==> src/rtl/out_port_fifo.sv <==
// out_port_fifo: captures CPU OUT bytes into a small FIFO behind a registered head, drained over valid/ready.
module out_port_fifo #(
  parameter int WIDTH = 8,
  parameter int DEPTH = 4,
  parameter int AW = 2
) (
  input  logic             clk,
  input  logic             reset,
  input  logic             wr_en,
  input  logic [WIDTH-1:0] wr_data,
  output logic             cpu_stall,
  output logic             ext_valid,
  output logic [WIDTH-1:0] ext_data,
  input  logic             ext_ready,
  output logic [AW:0]      count,
  output logic             overflow
);
  typedef enum logic {EMPTY, VALID} head_t;
  head_t head_state, head_next;
  logic [WIDTH-1:0] mem [DEPTH];
  logic [AW-1:0] wr_ptr, rd_ptr;
  logic [AW:0] stored;
  logic pop, push, load;
  // stored = entries still in the array, i.e. not yet moved into the head register
  assign ext_valid = head_state == VALID;
  assign cpu_stall = count == (AW+1)'(DEPTH);
  assign stored = count - (AW+1)'(ext_valid);
  assign pop = ext_valid && ext_ready;
  assign push = wr_en && (!cpu_stall || pop);
  assign load = (!ext_valid || pop) && (stored != '0 || push);
  always_comb head_next = load ? VALID : (pop ? EMPTY : head_state);
  always_ff @(posedge clk)
    if (push) mem[wr_ptr] <= wr_data;
  always_ff @(posedge clk) begin
    if (reset) begin
      head_state <= EMPTY;
      wr_ptr <= '0;
      rd_ptr <= '0;
      count <= '0;
      ext_data <= '0;
      overflow <= 1'b0;
    end else begin
      head_state <= head_next;
      if (push) wr_ptr <= wr_ptr + AW'(1);
      // with nothing queued behind the head, a new byte is registered straight into it
      if (load) begin
        ext_data <= stored != '0 ? mem[rd_ptr] : wr_data;
        rd_ptr <= rd_ptr + AW'(1);
      end
      count <= count + (AW+1)'(push && !pop) - (AW+1)'(pop && !push);
      if (wr_en && !push) overflow <= 1'b1;
    end
  end
endmodule

==> config.mk <==
export PLATFORM = sky130hd
export DESIGN_NAME = out_port_fifo
export DESIGN_NICKNAME = d
export VERILOG_FILES = /design/src/rtl/out_port_fifo.sv
export SDC_FILE = /design/constraint.sdc
export NUM_CORES = 1
export LEC_CHECK = 0
export ABC_AREA = 0
export BUFFER_PORTS_ARGS = -buffer_cell sky130_fd_sc_hd__buf_4
export CORE_UTILIZATION = 56
export DETAILED_ROUTE_END_ITERATION = 12
export HOLD_SLACK_MARGIN = 0.1
export PLACE_DENSITY_LB_ADDON = 0.15
export SYNTH_ARGS = -nofsm -noshare
export SYNTH_HDL_FRONTEND = slang
export SYNTH_SLANG_ARGS = --single-unit
==> constraint.sdc <==
create_clock -name clk -period 2.16 [get_ports clk]
set_clock_uncertainty 0.05 [all_clocks]
set_input_delay 0.324 -clock clk [delete_from_list [all_inputs] [get_ports clk]]
set_output_delay 0.324 -clock clk [all_outputs]
set_load 0.01 [all_outputs]
==> impl_metrics.toml, run 1 <==
[status]
outcome = "finished clean"

[layout]
fin_util_pct = 71.0
fin_area_um2 = 2460
area_growth_pct = 16.0
drive_gt1_share_pct = 41.9
finalNonFillerCells = 206
multiInputGateArea_um2 = 741
seq_area_um2 = 1340
antenna_cells = 0
n_fill_cell = 244
final_nets = 178

[detailed_routing]
drt_wl_total_um = 3630
drt_iter0_markers = 35
routedWlPerCell_um = 17.6
met1Wirelength_um = 1590
met3_length_um = 159
ant_nets = 0
via_per_inst = 5.65
highest_layer = "met4"
dr.pass1.iters = 4
drc = 0
wl_met2_um = 1850
vias = 1164

[place]
place_congestion = 0.853
place_inst = 198
dp.final_hpwl_um = 2520
placed_cell_area_um2 = 2360
port_buffers = 25

[global_routing]
overflow = 0
first_global_vias = 1225
grt_pass1_wl_um = 5980
grt_antenna_before_repair = 0
grt_max_degree = 20
track_usage_pct = 20.4

[min_path]
holdPathStages = 1
min_path_type = "in2reg"
hp-start = "wr_data[3]"

[power_and_ir_drop]
p_int_mw = 2.11
peakVddDrop_mv = 0.669
combPwrFrac_pct = 34.8
clkPwrFrac_pct = 19.5
switchingPower_mw = 0.915
p_sw_share_pct = 30.3
power.density_nw_per_um2 = 1230
p_seq_share_pct = 45.8
p_leak_nw = 0.926

[sta]
whs_ns = 0.183
period_share_pct = 92.0
worstMarginPinSlew_ns = 0.431
min_period_ns = 1.99
clock.fmax_mhz = 503
rsz0062_at_grt = "false"
finalSetupTns_ns = 0
drv_slew = 0
max_slew_margin_pct = 71.2
hold_viol = 0
finalSetupViolations = 0

[cts]
cts.sinks = 51
root_buffer = "clkbuf_8"
h-tree-depth = 2
clk_pin_slew_worst_paths_ns = 0.09
post_cts_resized = 0
insertion_delay_ns = 0.30
cts.hold.buffers_added = 0
cts_tree = "done"
cts_setup_buffers = 0
clockBufferDepth = 2
cts_buffers = 5

[floorplan]
die_x_um = 63.6
io_pins = 26
die_area_um2 = 4040
num_rows = 21
initial_core_util_pct = 61.2
die_h_um = 63.6
coreArea_um2 = 3470

[critical_path]
path_class = "reg2reg"
crit_fanout = 5
critPathLaunch = "ext_valid$_SDFFE_PP0P_"
ff2ff_path_depth = 8
cp-end-kind = "register"
worstPathArrival_ns = 2.12
r2r_start = "ext_valid$_SDFFE_PP0P_"
required_ns = 2.30
start_kind = "register"

[yosys]
yosys_warnings = 0
synth_cells = 130
synth_seq_cells = 51
syn_area_um2 = 2120
synth_seq_area_share_pct = 63.2
yosysUniqueCellTypes = 31
synth_nets = 149
syn_area_per_cell_um2 = 16.3

[job]
cap_violations = 0
-- routing by layer --
metal  GRT usage [%]  up-vias
met2            33.9       29
met1            26.3      581
li1                -      548
met3            4.35        6
met5               0        -
met4            7.67        0
-- cell usage in the layout, fill, tap and decap left out, drive strengths merged --
cell / netlist / routed
a21boi: 2 / 2
xnor2: 3 / 3
inv: 6 / 6
o211ai: 1 / 1
clkinvlp: 0 / 1
nand2: 2 / 2
edfxtp: 32 / 32
clkbuf: 1 / 7
or3b: 1 / 1
a31oi: 2 / 2
mux4: 8 / 8
o21ai: 1 / 1
xor2: 1 / 1
nor2b: 4 / 4
mux2i: 1 / 1
nand3: 2 / 2
mux2: 3 / 3
buf: 3 / 26
and2: 5 / 5
fa: 1 / 1
nand2b: 1 / 1
dfxtp: 19 / 19
ha: 6 / 6
a21bo: 1 / 1
o21ba: 8 / 8
o221a: 8 / 8
nor2: 8 / 8
-- logic make-up (layout without fill, tap and decap cells) --
family                   count (synthesis)  in the layout  share of synthesized area (%)
XOR/XNOR                                 4              4                           1.65
adder cells (fa/ha/maj)                  7              7                           4.48
flip-flops                              51             51                           63.2
AND/OR/NAND/NOR                         23             23                           6.31
multiplexers                            12             12                           10.9
AO/OA/AOI/OAI                           23             23                           11.6
buffers and inverters                   10             40                           1.89
-- through the flow --
stage | worst slack, ns | power (mW)
6_report | 0.173 | 3.02
5_1_grt | 0.0322 | 3.20
4_1_cts | 0.179 | 3.06
3_5_place_dp | 0.195 | 2.47
3_3_place_gp | 0.275 | 2.43
2_1_floorplan | 0.255 | 2.11
-- power groups by stage --
stage,clock [mW],combinational [mW],sequential (mW)
after floorplan,0,0.706,1.40
after CTS,0.601,1.07,1.39
after global routing,0.646,1.14,1.41
after global placement,0,1.03,1.39
after detailed placement,0,1.06,1.41
final,0.588,1.05,1.38
-- state kept, by name, indices dropped and copies added (netlist names), named ones only --
signal,count
count,3
ext_data,8
ext_valid,1
mem,32
overflow,1
rd_ptr,2
wr_ptr,2
-- Yosys cell counts (all sizes together) --
| cell | n | share of area [%] |
|---|---|---|
| buf | 3 | 0.65 |
| clkbuf | 1 | 0.18 |
| fa | 1 | 0.94 |
| nor2 | 8 | 1.4 |
| a21bo | 1 | 0.47 |
| o211ai | 1 | 1.0 |
| o221a | 8 | 4.2 |
| nand2 | 2 | 0.71 |
| nand2b | 1 | 0.29 |
| nand3 | 2 | 0.71 |
| xor2 | 1 | 0.41 |
| o21ai | 1 | 0.24 |
| and2 | 5 | 1.5 |
| dfxtp | 19 | 18 |
| inv | 6 | 1.1 |
| edfxtp | 32 | 45 |
| o21ba | 8 | 3.8 |
| or3b | 1 | 0.53 |
| ha | 6 | 3.5 |
| xnor2 | 3 | 1.2 |
| a31oi | 2 | 0.59 |
| mux2i | 1 | 0.47 |
| a21boi | 2 | 1.2 |
| nor2b | 4 | 1.2 |
| mux4 | 8 | 8.5 |
| mux2 | 3 | 1.9 |
-- final timing paths --
kind | endpoint | slack (ns)
setup / recovery | count[2]$_SDFF_PP0_ | 0.17
hold / removal | mem[3][3]$_DFFE_PP_ | 0.18
hold reg to reg | overflow$_SDFFE_PP0P_ | 0.46
setup reg to reg | count[2]$_SDFF_PP0_ | 0.17
-- final cells by class --
| type | count | share of cell area [%] |
|---|---|---|
| tap | 46 | 2.34 |
| clock buffer | 7 | 3.91 |
| sequential | 51 | 54.5 |
| inverter | 6 | 0.915 |
| clock inverter | 1 | 0.305 |
| multi-input combinational | 69 | 30.1 |
| timing repair buffer | 26 | 7.93 |
-- critical path: stages (launching register included) --
cell and delay, ns:
dfxtp_1 0.45, nand2_1 0.21, o21ai_0 0.23, ha_1 0.17, inv_1 0.05, fa_1 0.37
xor2_1 0.17, xnor2_1 0.13, nor2_1 0.05
(Power assumes the default switching activity.)
==> run 2: changes to the inputs <==
--- a/config.mk
+++ b/config.mk
@@ -10,7 +10,9 @@
 export CORE_UTILIZATION = 56
 export DETAILED_ROUTE_END_ITERATION = 12
 export HOLD_SLACK_MARGIN = 0.1
+export MAX_ROUTING_LAYER = met4
 export PLACE_DENSITY_LB_ADDON = 0.15
+export RECOVER_POWER = 100
 export SYNTH_ARGS = -nofsm -noshare
 export SYNTH_HDL_FRONTEND = slang
 export SYNTH_SLANG_ARGS = --single-unit
==> impl_metrics.toml, run 2 (synthesis results as in run 1) <==
[detailed_routing]
routedWlPerCell_um = 17.6
drc = 0
dr.pass1.iters = 4
vias = 1149
drt_iter0_markers = 41
ant_nets = 0
via_per_inst = 5.58
drt_wl_total_um = 3630

[global_routing]
grt_max_degree = 20
overflow = 0
grt_antenna_before_repair = 0
track_usage_pct = 21.2
grt_pass1_wl_um = 5990
first_global_vias = 1219

[cts]
clockBufferDepth = 2
cts.sinks = 51
cts_setup_buffers = 0
clk_pin_slew_worst_paths_ns = 0.09
post_cts_resized = 0
cts_buffers = 5
root_buffer = "clkbuf_8"
cts.hold.buffers_added = 0
h-tree-depth = 2
cts_tree = "done"
insertion_delay_ns = 0.30

[power_and_ir_drop]
switchingPower_mw = 0.902
p_total_mw = 2.91
p_int_mw = 2.00
power.density_nw_per_um2 = 1230
p_sw_share_pct = 31.0
p_seq_share_pct = 47.5
peakVddDrop_mv = 0.659
p_leak_nw = 0.838
clkPwrFrac_pct = 20.2
combPwrFrac_pct = 32.3

[sta]
drv_slew = 0
hold_viol = 0
rsz0062_at_grt = "false"
clock.fmax_mhz = 497
finalSetupViolations = 0
finalSetupTns_ns = 0
worstMarginPinSlew_ns = 0.434
min_period_ns = 2.01
fin_ws_ns = 0.147
period_share_pct = 93.2
max_slew_margin_pct = 71.0

[layout]
largest_registers = "mem: 32 flops, ext_data: 8 flops, count: 3 flops"
area_growth_pct = 11.7
drive_gt1_share_pct = 26.9
final_nets = 178
fin_area_um2 = 2370
regMostFlops = "mem"
largest_register_ffs = 32
fin_util_pct = 68.4
antenna_cells = 0
final_cell_mix = "edfxtp_1 (32), clkbuf_1 (22), dfxtp_1 (19)"
n_fill_cell = 260
final_common_cell = "edfxtp_1"

[floorplan]
die_area_um2 = 4040
die_h_um = 63.6
initial_core_util_pct = 61.2
num_rows = 21
coreArea_um2 = 3470
io_pins = 26
die_x_um = 63.6

[min_path]
min_path_type = "in2reg"
hp-start = "wr_data[3]"

[critical_path]
crit_fanout = 10
cp-end-kind = "register"
critPathLaunch = "count[0]$_SDFF_PP0_"
start_kind = "register"
worstPathArrival_ns = 2.16
rrSetupSlack_ns = 0.15
required_ns = 2.31
path_class = "reg2reg"
r2r_start = "count[0]$_SDFF_PP0_"

[place]
port_buffers = 25
place_congestion = 0.867
placed_cell_area_um2 = 2360
dp.final_hpwl_um = 2520
pre_cts_ws_ns = 0.195

[status]
outcome = "finished clean"

[job]
cap_violations = 0
run 2: cell types whose count changed in the layout (fill, tap and decap cells not counted), sizes merged:
cell / change
clkbuf: +22
buf: -22
run 2: metrics by stage:
| step | hold slack [ns] | cells |
|---|---|---|
| global route | 0.265 | 206 |
| CTS | 0.180 | 206 |
| floorplan | 0.373 | 130 |
| global placement | 0.412 | 198 |
| detailed placement | 0.450 | 198 |
| finish | 0.279 | 206 |
run 2: worst paths after layout:
path	to	cells after the start
worst max-delay path	register	6
worst min register to register	overflow$_SDFFE_PP0P_	2
worst min-delay path	mem[3][3]$_DFFE_PP_	1
worst max register to register	register	6
run 2: cell type report:
class	instances	area (µm²)	area share [%]
Clock buffer	7	96.3	4.06
Clock inverter	1	7.51	0.317
Inverter	6	22.5	0.950
Multi-Input combinational cell	69	733	30.9
Sequential cell	51	1340	56.6
Tap cell	46	57.6	2.43
Timing Repair Buffer	26	113	4.75
run 2: power groups by stage:
stage,clock [mW],combinational [mW],sequential [mW]
final,0.588,0.939,1.38
after CTS,0.601,1.07,1.39
after detailed placement,0,1.06,1.41
after global placement,0,1.03,1.39
after global routing,0.651,1.03,1.41
after floorplan,0,0.706,1.40
run 2: layer usage:
metal | wire length [µm] | vias to the layer above | global-route usage (%)
met4 | 31 | 0 | 5.11
li1 | - | 551 | -
met3 | 147 | 4 | 6.52
met1 | 1610 | 569 | 26.3
met5 | 0 | - | -
met2 | 1850 | 25 | 33.9
run 2: worst max-delay path, stage by stage, from the launching register on:
cell,delay (ns)
dfxtp_1,0.38
inv_1,0.06
ha_1,0.26
nor2b_1,0.17
a21bo_1,0.38
nand2_2,0.27
mux2_4,0.35
